## config.mk

```make
export PLATFORM = sky130hd
export DESIGN_NAME = fetch_queue_flat
export DESIGN_NICKNAME = d
export VERILOG_FILES = /design/src/rtl/fetch_queue_pkg.sv /design/src/rtl/fetch_queue_if.sv /design/src/rtl/fetch_queue_fifo.sv /design/src/rtl/fetch_queue.sv /design/src/flat_wrapper.sv
export SDC_FILE = /design/constraint.sdc
export NUM_CORES = 1
export LEC_CHECK = 0
export CAP_MARGIN = 20
export CORE_MARGIN = 10
export CORE_UTILIZATION = 55
export DETAILED_ROUTE_END_ITERATION = 10
export GPL_TIMING_DRIVEN = 0
export PLACE_DENSITY_LB_ADDON = 0.15
export SLEW_MARGIN = 20
export SYNTH_ARGS = -nofsm -noshare
export SYNTH_HDL_FRONTEND = slang
export SYNTH_HIERARCHICAL = 1
export SYNTH_SLANG_ARGS = --single-unit
export TNS_END_PERCENT = 100
```

## constraint.sdc

```tcl
create_clock -name i_clk -period 5 [get_ports i_clk]
set_clock_uncertainty 0.05 [all_clocks]
set_input_delay 1.25 -clock i_clk [delete_from_list [all_inputs] [get_ports i_clk]]
set_output_delay 1.25 -clock i_clk [all_outputs]
set_load 0.01 [all_outputs]
```

## src/rtl/fetch_queue_pkg.sv

```systemverilog
// Shared types and constants for the instruction fetch queue.
//   state_e   : fetch FSM state (RUN / FAULT / STOP)
//   entry_t   : one buffered fetch result {pc, inst}
//   ENTRY_W   : width of entry_t in bits
//   align_pc  : clears the two low address bits of a fetch target
package fetch_queue_pkg;

    localparam int unsigned ENTRY_W = 64;

    typedef enum logic [1:0] {
        ST_RUN   = 2'd0,
        ST_FAULT = 2'd1,
        ST_STOP  = 2'd2
    } state_e;

    typedef struct packed {
        logic [31:0] pc;
        logic [31:0] inst;
    } entry_t;

    function automatic logic [31:0] align_pc(input logic [31:0] pc);
        return {pc[31:2], 2'b00};
    endfunction

endpackage

```

## src/rtl/fetch_queue_if.sv

```systemverilog
// Bus bundle between the fetch queue, instruction memory and decode.
// Handshakes: a request issues when imem_req && imem_ready; a response is
// one cycle of imem_valid, in issue order; decode pops when
// inst_valid && inst_ready. Valid never waits on ready.
//   master : the fetch queue's view (drives imem_req/addr and inst_*)
//   slave  : the environment's view (memory + decode + redirect/halt)
interface fetch_queue_if;
    logic        imem_req;
    logic [31:0] imem_addr;
    logic        imem_ready;
    logic        imem_valid;
    logic [31:0] imem_rdata;
    logic        redirect;
    logic [31:0] redirect_pc;
    logic        halt;
    logic        inst_valid;
    logic [31:0] inst;
    logic [31:0] inst_pc;
    logic        inst_fault;
    logic        inst_ready;

    modport master (
        output imem_req, imem_addr, inst_valid, inst, inst_pc, inst_fault,
        input  imem_ready, imem_valid, imem_rdata, redirect, redirect_pc,
               halt, inst_ready
    );

    modport slave (
        input  imem_req, imem_addr, inst_valid, inst, inst_pc, inst_fault,
        output imem_ready, imem_valid, imem_rdata, redirect, redirect_pc,
               halt, inst_ready
    );
endinterface

```

## src/rtl/fetch_queue_fifo.sv

```systemverilog
// Synchronous circular buffer holding fetched {pc, inst} entries.
//   i_clk, i_rst   : clock, synchronous active-high reset
//   i_push/i_data  : write one entry at the tail
//   i_pop          : advance the head
//   i_flush        : empty the buffer; wins over push and pop
//   o_full/o_empty : occupancy flags
//   o_count        : number of valid entries (0..DEPTH)
//   o_head         : entry at the head (undefined when empty)
module fetch_queue_fifo
    import fetch_queue_pkg::*;
#(
    parameter int unsigned WIDTH = ENTRY_W,
    parameter int unsigned DEPTH = 4
) (
    input  logic                       i_clk,
    input  logic                       i_rst,
    input  logic                       i_push,
    input  logic [WIDTH-1:0]           i_data,
    input  logic                       i_pop,
    input  logic                       i_flush,
    output logic                       o_full,
    output logic                       o_empty,
    output logic [$clog2(DEPTH):0]     o_count,
    output logic [WIDTH-1:0]           o_head
);
    localparam int unsigned AW = $clog2(DEPTH);
    localparam int unsigned CW = AW + 1;
    localparam logic [AW-1:0] PTR_MASK = AW'(DEPTH - 1);

    logic [WIDTH-1:0] mem_q [DEPTH];
    logic [AW-1:0]    wr_ptr_q, wr_ptr_d;
    logic [AW-1:0]    rd_ptr_q, rd_ptr_d;
    logic [CW-1:0]    count_q, count_d;

    always_comb begin
        wr_ptr_d = wr_ptr_q;
        rd_ptr_d = rd_ptr_q;
        count_d  = count_q;
        if (i_flush) begin
            wr_ptr_d = '0;
            rd_ptr_d = '0;
            count_d  = '0;
        end else begin
            if (i_push) wr_ptr_d = (wr_ptr_q + AW'(1)) & PTR_MASK;
            if (i_pop)  rd_ptr_d = (rd_ptr_q + AW'(1)) & PTR_MASK;
            count_d = count_q + CW'(i_push) - CW'(i_pop);
        end
    end

    always_ff @(posedge i_clk) begin
        if (i_rst) begin
            wr_ptr_q <= '0;
            rd_ptr_q <= '0;
            count_q  <= '0;
        end else begin
            wr_ptr_q <= wr_ptr_d;
            rd_ptr_q <= rd_ptr_d;
            count_q  <= count_d;
        end
    end

    // Storage needs no reset: count gates every read.
    always_ff @(posedge i_clk) begin
        if (i_push && !i_flush) mem_q[wr_ptr_q] <= i_data;
    end

    assign o_full  = (count_q == CW'(DEPTH));
    assign o_empty = (count_q == '0);
    assign o_count = count_q;
    assign o_head  = mem_q[rd_ptr_q];
endmodule

```

## src/rtl/fetch_queue.sv

```systemverilog
// Instruction fetch queue: issues fetches to a variable-latency memory,
// buffers responses and hands {pc, inst} to decode in program order.
// Redirects flush the buffer and drop responses still in flight.
//   i_clk, i_rst : clock, synchronous active-high reset
//   bus          : fetch_queue_if.master (imem request/response, redirect,
//                  halt, decode handshake)
//   o_dbg_state  : current FSM state
module fetch_queue
    import fetch_queue_pkg::*;
#(
    parameter logic [31:0] RESET_ADDR = 32'h0000_0000,
    parameter int unsigned DEPTH      = 4
) (
    input  logic          i_clk,
    input  logic          i_rst,
    fetch_queue_if.master bus,
    output state_e        o_dbg_state
);
    localparam int unsigned CW      = $clog2(DEPTH) + 1;
    localparam logic [CW:0] DEPTH_C = (CW + 1)'(DEPTH);

    state_e        state_q, state_d;
    logic [31:0]   fetch_pc_q, fetch_pc_d;
    logic [31:0]   resp_pc_q, resp_pc_d;
    logic [31:0]   fault_pc_q, fault_pc_d;
    logic [CW-1:0] inflight_q, inflight_d;
    logic [CW-1:0] discard_q, discard_d;

    logic [CW-1:0] fifo_count;
    logic          fifo_full, fifo_empty;
    entry_t        head, push_entry;
    logic          credit_ok, req, issue, resp, keep, pop;

    // Buffered plus in-flight never exceeds DEPTH, so every kept response
    // is guaranteed a free slot.
    always_comb begin
        credit_ok  = ({1'b0, fifo_count} + {1'b0, inflight_q}) < DEPTH_C;
        req        = !i_rst && (state_q == ST_RUN) && !bus.redirect &&
                     !bus.halt && credit_ok;
        issue      = req && bus.imem_ready;
        resp       = bus.imem_valid;
        keep       = resp && !bus.redirect && (discard_q == '0);
        pop        = !bus.redirect && (state_q != ST_FAULT) && !fifo_empty &&
                     bus.inst_ready;
        push_entry = '{pc: resp_pc_q, inst: bus.imem_rdata};
    end

    fetch_queue_fifo #(
        .WIDTH (ENTRY_W),
        .DEPTH (DEPTH)
    ) u_fifo (
        .i_clk   (i_clk),
        .i_rst   (i_rst),
        .i_push  (keep),
        .i_data  (push_entry),
        .i_pop   (pop),
        .i_flush (bus.redirect),
        .o_full  (fifo_full),
        .o_empty (fifo_empty),
        .o_count (fifo_count),
        .o_head  (head)
    );

    // State register.
    always_ff @(posedge i_clk) begin
        if (i_rst) begin
            state_q    <= ST_RUN;
            fetch_pc_q <= RESET_ADDR;
            resp_pc_q  <= RESET_ADDR;
            fault_pc_q <= '0;
            inflight_q <= '0;
            discard_q  <= '0;
        end else begin
            state_q    <= state_d;
            fetch_pc_q <= fetch_pc_d;
            resp_pc_q  <= resp_pc_d;
            fault_pc_q <= fault_pc_d;
            inflight_q <= inflight_d;
            discard_q  <= discard_d;
        end
    end

    // Next-state logic; a redirect overrides everything else.
    always_comb begin
        state_d = state_q;
        if (bus.redirect) begin
            state_d = (bus.redirect_pc[1:0] != 2'b00) ? ST_FAULT : ST_RUN;
        end else begin
            unique case (state_q)
                ST_RUN:   if (bus.halt) state_d = ST_STOP;
                ST_FAULT: if (bus.inst_ready) state_d = ST_STOP;
                ST_STOP:  state_d = ST_STOP;
                default:  state_d = ST_RUN;
            endcase
        end
    end

    // PC and credit bookkeeping.
    always_comb begin
        inflight_d = inflight_q + CW'(issue) - CW'(resp);
        fetch_pc_d = fetch_pc_q;
        resp_pc_d  = resp_pc_q;
        fault_pc_d = fault_pc_q;
        discard_d  = discard_q;
        if (bus.redirect) begin
            // Every request still outstanding after this cycle is stale.
            // discard is a subset of inflight, so it is replaced, not added.
            discard_d  = inflight_q + CW'(issue) - CW'(resp);
            fetch_pc_d = align_pc(bus.redirect_pc);
            resp_pc_d  = align_pc(bus.redirect_pc);
            fault_pc_d = bus.redirect_pc;
        end else begin
            if (issue) fetch_pc_d = fetch_pc_q + 32'd4;
            if (keep)  resp_pc_d  = resp_pc_q + 32'd4;
            if (resp && (discard_q != '0)) discard_d = discard_q - CW'(1);
        end
    end

    // Outputs; data is forced to zero whenever no entry is presented.
    always_comb begin
        bus.imem_req  = req;
        bus.imem_addr = fetch_pc_q;
        o_dbg_state   = state_q;
        if (state_q == ST_FAULT) begin
            bus.inst_valid = 1'b1;
            bus.inst       = '0;
            bus.inst_pc    = fault_pc_q;
            bus.inst_fault = 1'b1;
        end else begin
            bus.inst_valid = !fifo_empty;
            bus.inst       = fifo_empty ? 32'h0 : head.inst;
            bus.inst_pc    = fifo_empty ? 32'h0 : head.pc;
            bus.inst_fault = 1'b0;
        end
    end

    no_overflow: assert property (@(posedge i_clk) disable iff (i_rst)
        !(keep && fifo_full && !pop));
endmodule

```

## src/flat_wrapper.sv

```systemverilog
// flat-port wrapper written by rule: the top's interface ports become plain ports
module fetch_queue_flat import fetch_queue_pkg::*;
#(
    parameter logic [31:0] RESET_ADDR = 32'h0000_0000,
    parameter int unsigned DEPTH      = 4
)
  (i_clk, i_rst, o_dbg_state, bus_imem_req, bus_imem_addr, bus_inst_valid, bus_inst, bus_inst_pc, bus_inst_fault, bus_imem_ready, bus_imem_valid, bus_imem_rdata, bus_redirect, bus_redirect_pc, bus_halt, bus_inst_ready);
  fetch_queue_if bus_i ();
  input  logic i_clk;
  input  logic i_rst;
  output state_e o_dbg_state;
  output wire logic [$bits(bus_i.imem_req)-1:0] bus_imem_req;
  output wire logic [$bits(bus_i.imem_addr)-1:0] bus_imem_addr;
  output wire logic [$bits(bus_i.inst_valid)-1:0] bus_inst_valid;
  output wire logic [$bits(bus_i.inst)-1:0] bus_inst;
  output wire logic [$bits(bus_i.inst_pc)-1:0] bus_inst_pc;
  output wire logic [$bits(bus_i.inst_fault)-1:0] bus_inst_fault;
  input wire logic [$bits(bus_i.imem_ready)-1:0] bus_imem_ready;
  input wire logic [$bits(bus_i.imem_valid)-1:0] bus_imem_valid;
  input wire logic [$bits(bus_i.imem_rdata)-1:0] bus_imem_rdata;
  input wire logic [$bits(bus_i.redirect)-1:0] bus_redirect;
  input wire logic [$bits(bus_i.redirect_pc)-1:0] bus_redirect_pc;
  input wire logic [$bits(bus_i.halt)-1:0] bus_halt;
  input wire logic [$bits(bus_i.inst_ready)-1:0] bus_inst_ready;
  assign bus_imem_req = bus_i.imem_req;
  assign bus_imem_addr = bus_i.imem_addr;
  assign bus_inst_valid = bus_i.inst_valid;
  assign bus_inst = bus_i.inst;
  assign bus_inst_pc = bus_i.inst_pc;
  assign bus_inst_fault = bus_i.inst_fault;
  assign bus_i.imem_ready = bus_imem_ready;
  assign bus_i.imem_valid = bus_imem_valid;
  assign bus_i.imem_rdata = bus_imem_rdata;
  assign bus_i.redirect = bus_redirect;
  assign bus_i.redirect_pc = bus_redirect_pc;
  assign bus_i.halt = bus_halt;
  assign bus_i.inst_ready = bus_inst_ready;
  fetch_queue #(.RESET_ADDR(RESET_ADDR), .DEPTH(DEPTH)) u_core (.i_clk(i_clk), .i_rst(i_rst), .bus(bus_i), .o_dbg_state(o_dbg_state));
endmodule
```

* Word-level counts from Yosys, hierarchy flattened
Memories as Yosys holds them, arrays and structs flattened. A register that Yosys moved wholly into a read port is not among the register bits.
Cells that the tools add are included.
W data, S select, Z words.
** Operators by class
- Add/sub/neg operators :: 10
- Order comparisons :: 1
- Eq/ne operators :: 5
- Mux-type cells :: 21
- Reduce and logical (&&, ||, !) cells :: 26
** Operators by type and width (count)
- $mux W32 :: 8
- $add A32 B3 Y32 const B :: 2
- $logic_and A1 B1 Y1 :: 12
- $mux W2 :: 5
- $reduce_bool A2 Y1 :: 4
- $add A3 B1 Y3 :: 2
- $logic_not A3 Y1 :: 2
- $mux W3 :: 2
- $ne A3 B3 Y1 const B :: 2
- $pmux W2 S3 :: 1
- $sub A3 B1 Y3 :: 2
- $mux W1 :: 5
- $add A2 B1 Y2 const B :: 2
- $add A3 B3 Y4 :: 1
- $logic_not A1 Y1 :: 4
- $lt A4 B3 Y1 const B :: 1
- $reduce_bool A3 Y1 :: 1
- $sub A3 B1 Y3 const B :: 1
- $eq A2 B1 Y1 const B :: 1
- $eq A2 B2 Y1 const B :: 1
- $logic_not A2 Y1 :: 1
- $ne A2 B1 Y1 const B :: 1
- $reduce_and A2 Y1 :: 1
- $reduce_or A2 Y1 :: 1
** Storage, ports and cells
- Flip-flop bits (word level) :: 111
- RAM bits :: 256
- Bits of input ports :: 71
- Output and inout port bits :: 101
- Word-level logic and storage cells :: 75
- Memories kept :: 1
** Memories
- u_core.u_fifo.mem_q :: words 4, width 64, rd ports 1, clocked after memory_dff 1, write ports 1, line fetch_queue_fifo.sv:30 : logic [WIDTH-1:0] mem_q [DEPTH];

* Longest topological paths before layout
Gate-level depths: netlist of the first run.
- Word-level depth :: 9
- Depth in mapped cells :: 11
- Gate-level depth less buffers :: 11

* Modules after synthesis
The synthesis of the first run kept the hierarchy.
** By module, submodules not included
- fetch_queue_fifo :: instances 1, cells an instance 381, area an instance 9768.1 um2, sequential area each 7867.5 um2
- fetch_queue :: instances 1, cells an instance 719, area an instance 5597.9 um2, sequential area each 2001.9 um2

* Worst setup path before layout of the first run
Ideal clock, no wire load.
- Kind :: in2reg
- Start :: input bus_redirect
- End :: memory u_core/u_fifo/mem_q[0][0] (netlist name) (enable)
- Library setup time :: 429 ps
- Arrival :: 3580 ps
- Data required time :: 4521 ps
- Setup slack :: 941 ps
- Stages on the path :: 5
- Path buffers :: 2
- Cell sequence :: buf_6 > clkbuf_1 > nor2_1 > nor2b_1 > and2_1
** Between the ends
- Cells in the longest elaborated chain, start to end :: 6
** Ends and longest elaborated chain
- from (decl) :: line flat_wrapper.sv:21 : input wire logic [$bits(bus_i.redirect)-1:0] bus_redirect;
- $logic_not A1 Y1 :: line fetch_queue.sv:42 : keep = resp && !bus.redirect && (discard_q == '0);
- $logic_and A1 B1 Y1 (2 in a row) :: line fetch_queue.sv:42
- named net u_core.keep :: line fetch_queue.sv:32 : logic credit_ok, req, issue, resp, keep, pop;
- $logic_and A1 B1 Y1 :: line fetch_queue_fifo.sv:64 : if (i_push && !i_flush) mem_q[wr_ptr_q] <= i_data;
- $mux W1 :: line fetch_queue_fifo.sv:64
- $mux W1 (not written as such) :: line fetch_queue_fifo.sv:64
- to (decl) :: line fetch_queue_fifo.sv:30
The timed path passes the listed nets, and every way through them passes these cells.

* Worst setup path in the final report of the first run
- Start :: register u_core.state_q[1], in the netlist u_core/o_dbg_state[1]
- End :: output bus_inst[30]
** Between the ends
- Cells in the longest elaborated chain, start to end :: 2
** Ends and longest elaborated chain
- from (decl) :: line fetch_queue.sv:22 : state_e state_q, state_d;
- from (signal assigned) :: line fetch_queue.sv:74 : state_q <= state_d;
- $eq A2 B1 Y1 :: line fetch_queue.sv:124 : if (state_q == ST_FAULT) begin
- $mux W32 :: line fetch_queue.sv:124
- to (decl) :: line flat_wrapper.sv:15 : output wire logic [$bits(bus_i.inst)-1:0] bus_inst;
No other way between the ends.

==> flow_metrics.tcl, run 1 <==
set metrics [dict create \
    worstPathCellList "nand2b_1 > clkbuf_1 > clkinv_2 > nor2_4 > clkbuf_1 > and2_1 > clkdlybuf4s50_1" \
    setup_viol 0 \
    slew_violations 0 \
    worstSetupPathType "flop to output pin" \
    dieArea_um2 35000 \
    tightest_slew_ns 0.847 \
    yosys_warnings 6 \
    wirelength_mm 38.4 \
    drive_gt1_share_pct 11.4 \
    grtUsageTotal_pct 21.6 \
    powerDensity_nw_per_um2 350 \
    startpoint_type "flop" \
    critPathArrivalTime_ns 3.50 \
    utilization_pct 68.1 \
    fmax_ghz 0.208 \
    fp-row-count 61 \
    die_w_um 187 \
    setup_tns_ns 0 \
    antenna_cells 0 \
    min_from "u_core/fault_pc_q[27]" \
    drtAntennaViolNets 0 \
    vias_per_cell 5.84 \
    r2r-end "u_core/u_fifo/o_count[2]" \
    fin_crit_ns 4.80 \
    synthToLayoutAreaGrowth_pct 22.8 \
    cts-root-buf "clkbuf_16" \
    worstHoldEndpoint "u_core/fault_pc_q[27]" \
    rsz0062_at_grt "false" \
    post_dp_cell_area_um2 17700 \
    period_share_pct 96.1 \
    use_met1_pct 29.9 \
    hp-class "flop to flop" \
    grt_overflow 0 \
    synth_area_per_cell_um2 14.0 \
    required_ns 3.70 \
    slew_headroom_pct 43.5 \
    max_stage_delay_ns 0.55 \
    cts_tree "yes" \
    vdd_drop_max_uv 300 \
    ctsHoldBuffers 0 \
    route.detailed.drc 0 \
    outcome "finished, final reports clean" \
    num_vias 10100 \
    postCtsSetupBuffers 0 \
    insertion_delay_ns 0.51 \
    grt_pass1_wl_mm 59.0 \
    crit_fanout 10 \
    grt_antenna_before_repair 0 \
    htree_levels 2 \
    clock_path_buffers 3 \
    grt_pass1_vias 9974 \
    nets 1410 \
    endpoint_kind "output pin" \
    rr_worst_depth 11 \
    cts.sinks 365 \
    reg2reg_from "u_core/o_dbg_state[1]" \
    core_area_um2 27700 \
    crit_top_cell "clkbuf_1" \
    stdcell_count 1728 \
    dp_hpwl_mm 26.4 \
    power_w 0.00660 \
    pin_count 172 \
    die_y_um 187 \
    numCtsBuffers 39 \
    syn-cell-area_um2 15400 \
    place.gp.congestion 0.902 \
    io_buffer_count 169 \
    start_util_pct 55.4 \
    grt_max_degree 48 \
    first_iter_violations 1007 \
    syn_inst 1099 \
    r2r_slack_ns 1.56 \
    drt_first_pass_iters 5 \
    wl_per_cell_um 22.2 \
    finalHoldViolCount 0 \
    cap_violations 0 \
    stdcell_area_um2 18900 \
    gr-max-usage-layer "met2" \
    path_clk_slew_ns 0.05 \
    cp_slowest_cell "clkdlybuf4s50_1" \
    leakage_nw 6.38 \
    whs_path_depth 2 \
    place_inst 1660 \
    grt_use_met2_pct 33.4 \
    grtUsageMet3_pct 4.49 \
]
-- routing by layer --
| layer | wire length (um) | part of all wire (%) | vias to the layer above |
|---|---|---|---|
| met5 | 0 | 0 | - |
| met4 | 1010 | 2.6 | 0 |
| met3 | 3220 | 8.4 | 67 |
| met2 | 17800 | 46 | 429 |
| met1 | 16400 | 43 | 5000 |
| li1 | - | - | 4588 |
-- power by group --
group / switching, W / internal (W)
Sequential: 0.0000836 / 0.00332
Combinational: 0.000288 / 0.000262
Clock: 0.00109 / 0.00155
-- timing repair --
action / 4_1_cts / 5_1_grt
setup endpoints to repair: 30 / 0
gates resized for setup: 3 / 0
hold endpoints to repair: 0 / 0
-- placed cells by master (no fill, tap or decap), types with 14 or more instances in the layout --
cell             count
nand4_1             21
nand3b_1            36
and2_1              39
a31oi_1             22
dfxtp_1            109
mux4_2              60
clkbuf_16           41
mux2i_1             16
nor2_1              55
inv_1               26
clkbuf_1            53
buf_2               14
nand2_1            126
edfxtp_1           256
o21ai_0             14
ha_1                14
clkdlybuf4s50_1    169
a21boi_0            18
xnor2_1             27
a21oi_1             37
nand3_1             24
-- layout make-up --
type                            instances  area [um^2]
Buffer                                 65          383
Clock buffer                           58         1090
Clock inverter                         10         72.6
Fill cell                            2008         8850
Inverter                               28          106
Multi-Input combinational cell        650         5060
Sequential cell                       365         9870
Tap cell                              378          473
Timing Repair Buffer                  174         1800
-- how the worst max path moves through the flow --
stage	endpoint	slack, ns	cells past startpoint	from
after floorplan	u_core/u_fifo/mem_q[0][0]	0.94	5	bus_redirect
after global placement	u_core/u_fifo/mem_q[1][4]	-1.18	6	bus_redirect
after detailed placement	u_core/u_fifo/o_count[2]	0.17	12	bus_redirect
after CTS	bus_inst[21]	0.20	7	u_core/o_dbg_state[1]
after global routing	bus_inst[30]	0.04	7	u_core/o_dbg_state[1]
final	bus_inst[30]	0.20	7	u_core/o_dbg_state[1]
-- state kept, by name (all words and copies together) (netlist names), named ones only --
signal / flops
u_core/bus.imem_addr: 30
u_core/discard_q: 3
u_core/fault_pc_q: 32
u_core/inflight_q: 3
u_core/o_dbg_state: 2
u_core/resp_pc_q: 30
u_core/u_fifo/mem_q: 256
u_core/u_fifo/o_count: 3
u_core/u_fifo/rd_ptr_q: 2
u_core/u_fifo/wr_ptr_q: 2
-- worst max-delay path, delay by kind of cell, from the launching register on --
family                 cells  cell delay, ns
flip-flops                 1            0.41
buffers and inverters      4            1.85
AND/OR/NAND/NOR            3            0.72
-- metrics by stage --
step	hold WS, ns	setup WS, ns
after global placement	0.404	-1.18
after floorplan	0.387	0.941
final	0.423	0.196
after detailed placement	0.409	0.168
after CTS	0.418	0.202
after global routing	0.438	0.0448
No activity file was read; power rests on OpenSTA's default activity.
==> run 2, diff against run 1 <==
CORE_UTILIZATION = 46   (was 55)
==> run 2 against run 1 <==
  * Clock power rose by 11%
  * Utilization down 9.6 points
  * Via count is 0.95% lower
==> flow_metrics.tcl, run 2 (synthesis gave the netlist of run 1 again) <==
set metrics [dict create \
    outcome "finished, final reports clean" \
    layout_setup_ws_ns 0.301 \
    grtUsageTotal_pct 19.5 \
    post_dp_cell_area_um2 17800 \
    tightest_slew_ns 0.923 \
    cap_violations 0 \
    num-fill-cells 2669 \
    clock_path_buffers 3 \
    period_share_pct 94.0 \
    worstPathCellList "nand2b_1 > clkinvlp_4 > nor2_4 > clkbuf_1 > and2_1 > clkdlybuf4s50_1" \
    path_clk_slew_ns 0.06 \
    setup_tns_ns 0 \
    utilization_pct 58.4 \
    layout_commonest_cell "edfxtp_1" \
    hp-class "flop to flop" \
    cts.sinks 365 \
    cts_tree "yes" \
    num_vias 9988 \
    leakage_nw 6.47 \
    insertion_delay_ns 0.53 \
    pin_count 172 \
    rsz0062_at_grt "false" \
    largestRegisters "u_core/u_fifo/mem_q: 256 flops, u_core/fault_pc_q: 32 flops" \
    max_stage_delay_ns 0.56 \
    ctsHoldBuffers 0 \
    wl_per_cell_um 22.7 \
    cts-root-buf "clkbuf_16" \
    vias_per_cell 5.56 \
    whs_ns 0.417 \
    largest_register "u_core/u_fifo/mem_q" \
    numCtsBuffers 39 \
    antenna_cells 0 \
    nets 1410 \
    start_util_pct 47.0 \
    grt_pass1_wl_mm 61.6 \
    crit_fanout 10 \
    drt_first_pass_iters 5 \
    drive_gt1_share_pct 12.5 \
    cp_slowest_cell "clkdlybuf4s50_1" \
    critical-path-top-delay-family "buffers and inverters" \
    critPathArrivalTime_ns 3.40 \
    layout_common_cells "256 x edfxtp_1, 169 x clkdlybuf4s50_1, 126 x nand2_1, 109 x dfxtp_1, 60 x mux4_2" \
    slew_violations 0 \
    fp-row-count 66 \
    slew_headroom_pct 38.5 \
    drtAntennaViolNets 0 \
    grt_overflow 0 \
    post-place-ws_ns 0.0426 \
    grt_pass1_vias 10000 \
    core_area_um2 32700 \
    worstSetupPathType "flop to output pin" \
    required_ns 3.70 \
    startpoint_type "flop" \
    wirelength_mm 40.9 \
    place.gp.congestion 0.865 \
    grt_antenna_before_repair 0 \
    route.detailed.drc 0 \
    dieArea_um2 41100 \
    io_buffer_count 169 \
    r2r_slack_ns 1.64 \
    fmax_ghz 0.213 \
    critPathBufInv 3 \
    synthToLayoutAreaGrowth_pct 24.4 \
    first_iter_violations 868 \
    dp_hpwl_mm 28.3 \
    die_w_um 203 \
    setup_viol 0 \
    powerDensity_nw_per_um2 360 \
    endpoint_kind "output pin" \
    htree_levels 2 \
    die_y_um 203 \
    finalHoldViolCount 0 \
    grt_max_degree 47 \
    vdd_drop_max_uv 224 \
    largest_reg_flops 256 \
    stdcell_area_um2 19100 \
    fin_crit_ns 4.70 \
]
==> run 2: cell count changes in the layout (fill, tap and decap cells not counted), sizes merged <==
| cell | change |
|---|---|
| inv | +1 |
| clkinv | +1 |
| clkbuf | -1 |
| buf | +1 |
| bufinv | +2 |
==> run 2: what timing repair did <==
| action | in CTS | in global routing |
|---|---|---|
| resized for setup | 2 | 1 |
| endpoints found under the setup margin | 30 | 30 |
| setup buffers | 0 | 0 |
==> run 2: report_power, final <==
part	internal [W]	total, W	switching (W)
clock	0.00176	0.00292	0.00116
sequential	0.00332	0.00341	0.0000848
combinational	0.000262	0.000556	0.000294
total	0.00535	0.00689	0.00154
==> run 2: path summary, 6_finish.rpt <==
check,from,to,cells after the start
hold reg to reg,u_core/fault_pc_q[22],u_core/fault_pc_q[22],2
hold / removal,u_core/fault_pc_q[22],u_core/fault_pc_q[22],2
setup / recovery,u_core/o_dbg_state[1],bus_inst[12],6
setup reg to reg,u_core/o_dbg_state[1],u_core/u_fifo/o_count[2],10
==> run 2: worst reg2reg max path, cell delays in order (launching register included) <==
cell and delay [ns]:
dfxtp_1 0.41, nand2b_1 0.50, clkinvlp_4 0.44, nor2_4 0.34, and3_1 0.34, ha_1 0.18
inv_1 0.04, ha_1 0.19, fa_1 0.36, xor3_1 0.37, nor2_1 0.04
==> run 2: cell type report <==
type                       count  area [um^2]  share of cell area [%]
tap                          442          553                    2.89
clock buffer                  58         1160                    6.06
timing repair buffer         175         1820                    9.53
clock inverter                14          161                   0.845
inverter                      28          109                   0.570
buffer                        64          379                    1.98
sequential                   365         9870                    51.6
multi-input combinational    650         5060                    26.5
==> run 2: layer usage <==
metal,vias up,global-route usage (%),share of wire (%),routed length [um]
met4,0,5.49,2.5,1000
met5,-,0,0,0
met3,69,3.84,7.4,3020
li1,4588,-,-,-
met2,354,30.6,46,19000
met1,4977,27.1,44,17900
==> run 2: stage by stage <==
| stage | total power, W | std cells |
|---|---|---|
| global route | 0.00712 | 1796 |
| detailed placement | 0.00403 | 1725 |
| CTS | 0.00695 | 1797 |
| floorplan | 0.00373 | 1108 |
| finish | 0.00689 | 1796 |
| global placement | 0.00401 | 1719 |
==> run 3, diff against run 2 <==
clock period = 3.9 ns   (was 5 ns; I/O delays follow)
==> run 3 against run 2 <==
  * Sequential share of layout area about the same
  * Critical path type is now input port to output pin
  * Final cell count unchanged
  * First-iteration DRC count decreased by 5.9%
  * Register-to-register slack got worse by 0.71 ns
  * Highest routed layer unchanged
  * Combinational power increased by 29%
  * Flip-flop and latch count unchanged
  * Largest cell class unchanged
==> flow_metrics.tcl, run 3 (synthesis gave the netlist of run 1 again) <==
set metrics [dict create \
    required_ns 2.87 \
    route.detailed.drc 0 \
    drt_first_pass_iters 5 \
    critPathArrivalTime_ns 2.82 \
    r2r_slack_ns 0.93 \
    grt_pass1_vias 10000 \
    multi_input_area_um2 5070 \
    tightest_slew_ns 0.958 \
    r2r-end "u_core/u_fifo/o_count[2]" \
    grt_overflow 0 \
    drive_gt1_share_pct 12.9 \
    cap_violations 0 \
    antenna_cells 0 \
    dp_hpwl_mm 28.3 \
    core_area_um2 32700 \
    grt_pass1_wl_mm 61.7 \
    crit_fanout 10 \
    layout_commonest_cell "edfxtp_1" \
    hp-class "flop to flop" \
    outcome "finished, final reports clean" \
    whs_ns 0.416 \
    min_from "u_core/fault_pc_q[22]" \
    numCtsBuffers 39 \
    io_buffer_count 169 \
    worstHoldEndpoint "u_core/fault_pc_q[22]" \
    start_util_pct 47.0 \
    path_clk_slew_ns 0.05 \
    pin_count 172 \
    die_y_um 203 \
    synthToLayoutAreaGrowth_pct 24.5 \
    layout_common_cells "256 x edfxtp_1, 169 x clkdlybuf4s50_1, 126 x nand2_1, 109 x dfxtp_1, 60 x mux4_2" \
    worstSetupPathType "input port to output pin" \
    vdd_drop_max_uv 288 \
    insertion_delay_ns 0.52 \
    ctsHoldBuffers 0 \
    clock_path_buffers 3 \
    whs_path_depth 2 \
    finalHoldViolCount 0 \
    fmax_ghz 0.260 \
    largestRegisters "u_core/u_fifo/mem_q: 256 flops, u_core/fault_pc_q: 32 flops" \
    first_iter_violations 817 \
    largest_reg_flops 256 \
    seqCellArea_um2 9870 \
    wl_per_cell_um 22.8 \
    fp-row-count 66 \
    slew_violations 0 \
    grt_max_degree 47 \
    wirelength_mm 40.9 \
    startpoint_type "input port" \
    cts.sinks 365 \
    rsz0062_at_grt "false" \
    setup_tns_ns 0 \
    period_share_pct 98.5 \
    power_w 0.00883 \
    nets 1410 \
    num_vias 9922 \
    slew_headroom_pct 36.2 \
    powerDensity_nw_per_um2 462 \
    htree_levels 2 \
    num-fill-cells 2667 \
    grt_antenna_before_repair 0 \
    rr_worst_depth 11 \
    endpoint_kind "output pin" \
    vias_per_cell 5.52 \
    drtAntennaViolNets 0 \
    place.gp.congestion 0.865 \
    cts-root-buf "clkbuf_16" \
    cts_tree "yes" \
    dieArea_um2 41100 \
    setup_viol 0 \
    reg2reg_from "u_core/o_dbg_state[1]" \
    largest_register "u_core/u_fifo/mem_q" \
    die_w_um 203 \
    grtUsageTotal_pct 19.5 \
    leakage_nw 6.49 \
    fin_crit_ns 3.84 \
]
run 3: cell types whose count changed in the layout (fill, tap and decap cells not counted), sizes merged:
| cell | previous run | this run |
|---|---|---|
| buf | 34 | 35 |
| clkbuf | 94 | 93 |
| clkinv | 10 | 11 |
| clkinvlp | 1 | 0 |
run 3: what timing repair did:
action | CTS | global route
endpoints found under the setup margin | 64 | 25
setup buffers | 1 | 0
gates resized for setup | 8 | 1
pin swaps | 1 | 0
run 3: final cells by class:
cell class                      count  area share, %
Sequential cell                   365           51.6
Multi-Input combinational cell    650           26.5
Timing Repair Buffer              176           9.56
Clock buffer                       58           6.06
Tap cell                          442           2.89
Buffer                             63           1.99
Clock inverter                     14          0.844
Inverter                           28          0.556
run 3: how the worst max path moves through the flow:
stage	start	endpoint	slack, ns	cells after the start
6_report	bus_redirect	bus_imem_req	0.06	5
5_1_grt	bus_redirect	bus_imem_req	0.02	5
4_1_cts	bus_redirect	u_core/u_fifo/o_count[2]	0.03	12
3_5_place_dp	bus_redirect	u_core/u_fifo/o_count[2]	-0.78	12
3_3_place_gp	bus_redirect	u_core/u_fifo/mem_q[0][14]	-2.12	6
2_1_floorplan	bus_redirect	u_core/u_fifo/mem_q[0][0]	0.12	5
run 3: through the flow:
step / setup slack (ns) / std cells / area (um^2) / utilization (%)
final: 0.0585 / 1796 / 19100 / 58.5
after global routing: 0.0159 / 1796 / 19100 / 58.5
after CTS: 0.0268 / 1797 / 19100 / 58.5
after detailed placement: -0.782 / 1725 / 17800 / 54.4
after global placement: -2.12 / 1719 / 17600 / 53.9
after floorplan: 0.116 / 1108 / 15400 / -
run 3: where the power goes:
group	internal (W)	switching, W	leakage [nW]	total, W
logic	0.000338	0.000377	2.62	0.000716
clock network	0.00226	0.00148	0.653	0.00375
registers	0.00426	0.000109	3.23	0.00437
run 3: routing by layer:
| layer | track usage, % | share of wire, % | wire length [um] |
|---|---|---|---|
| met5 | 0 | 0 | 0 |
| met4 | 5.49 | 2.4 | 1000 |
| met3 | 3.84 | 6.4 | 2620 |
| met2 | 30.7 | 47 | 19100 |
| met1 | 27.1 | 44 | 18200 |
run 3: critical path: stages:
cell,delay (ns)
clkdlybuf4s50_1,0.45
buf_6,0.17
nor4_4,0.45
and3_1,0.22
clkdlybuf4s50_1,0.55
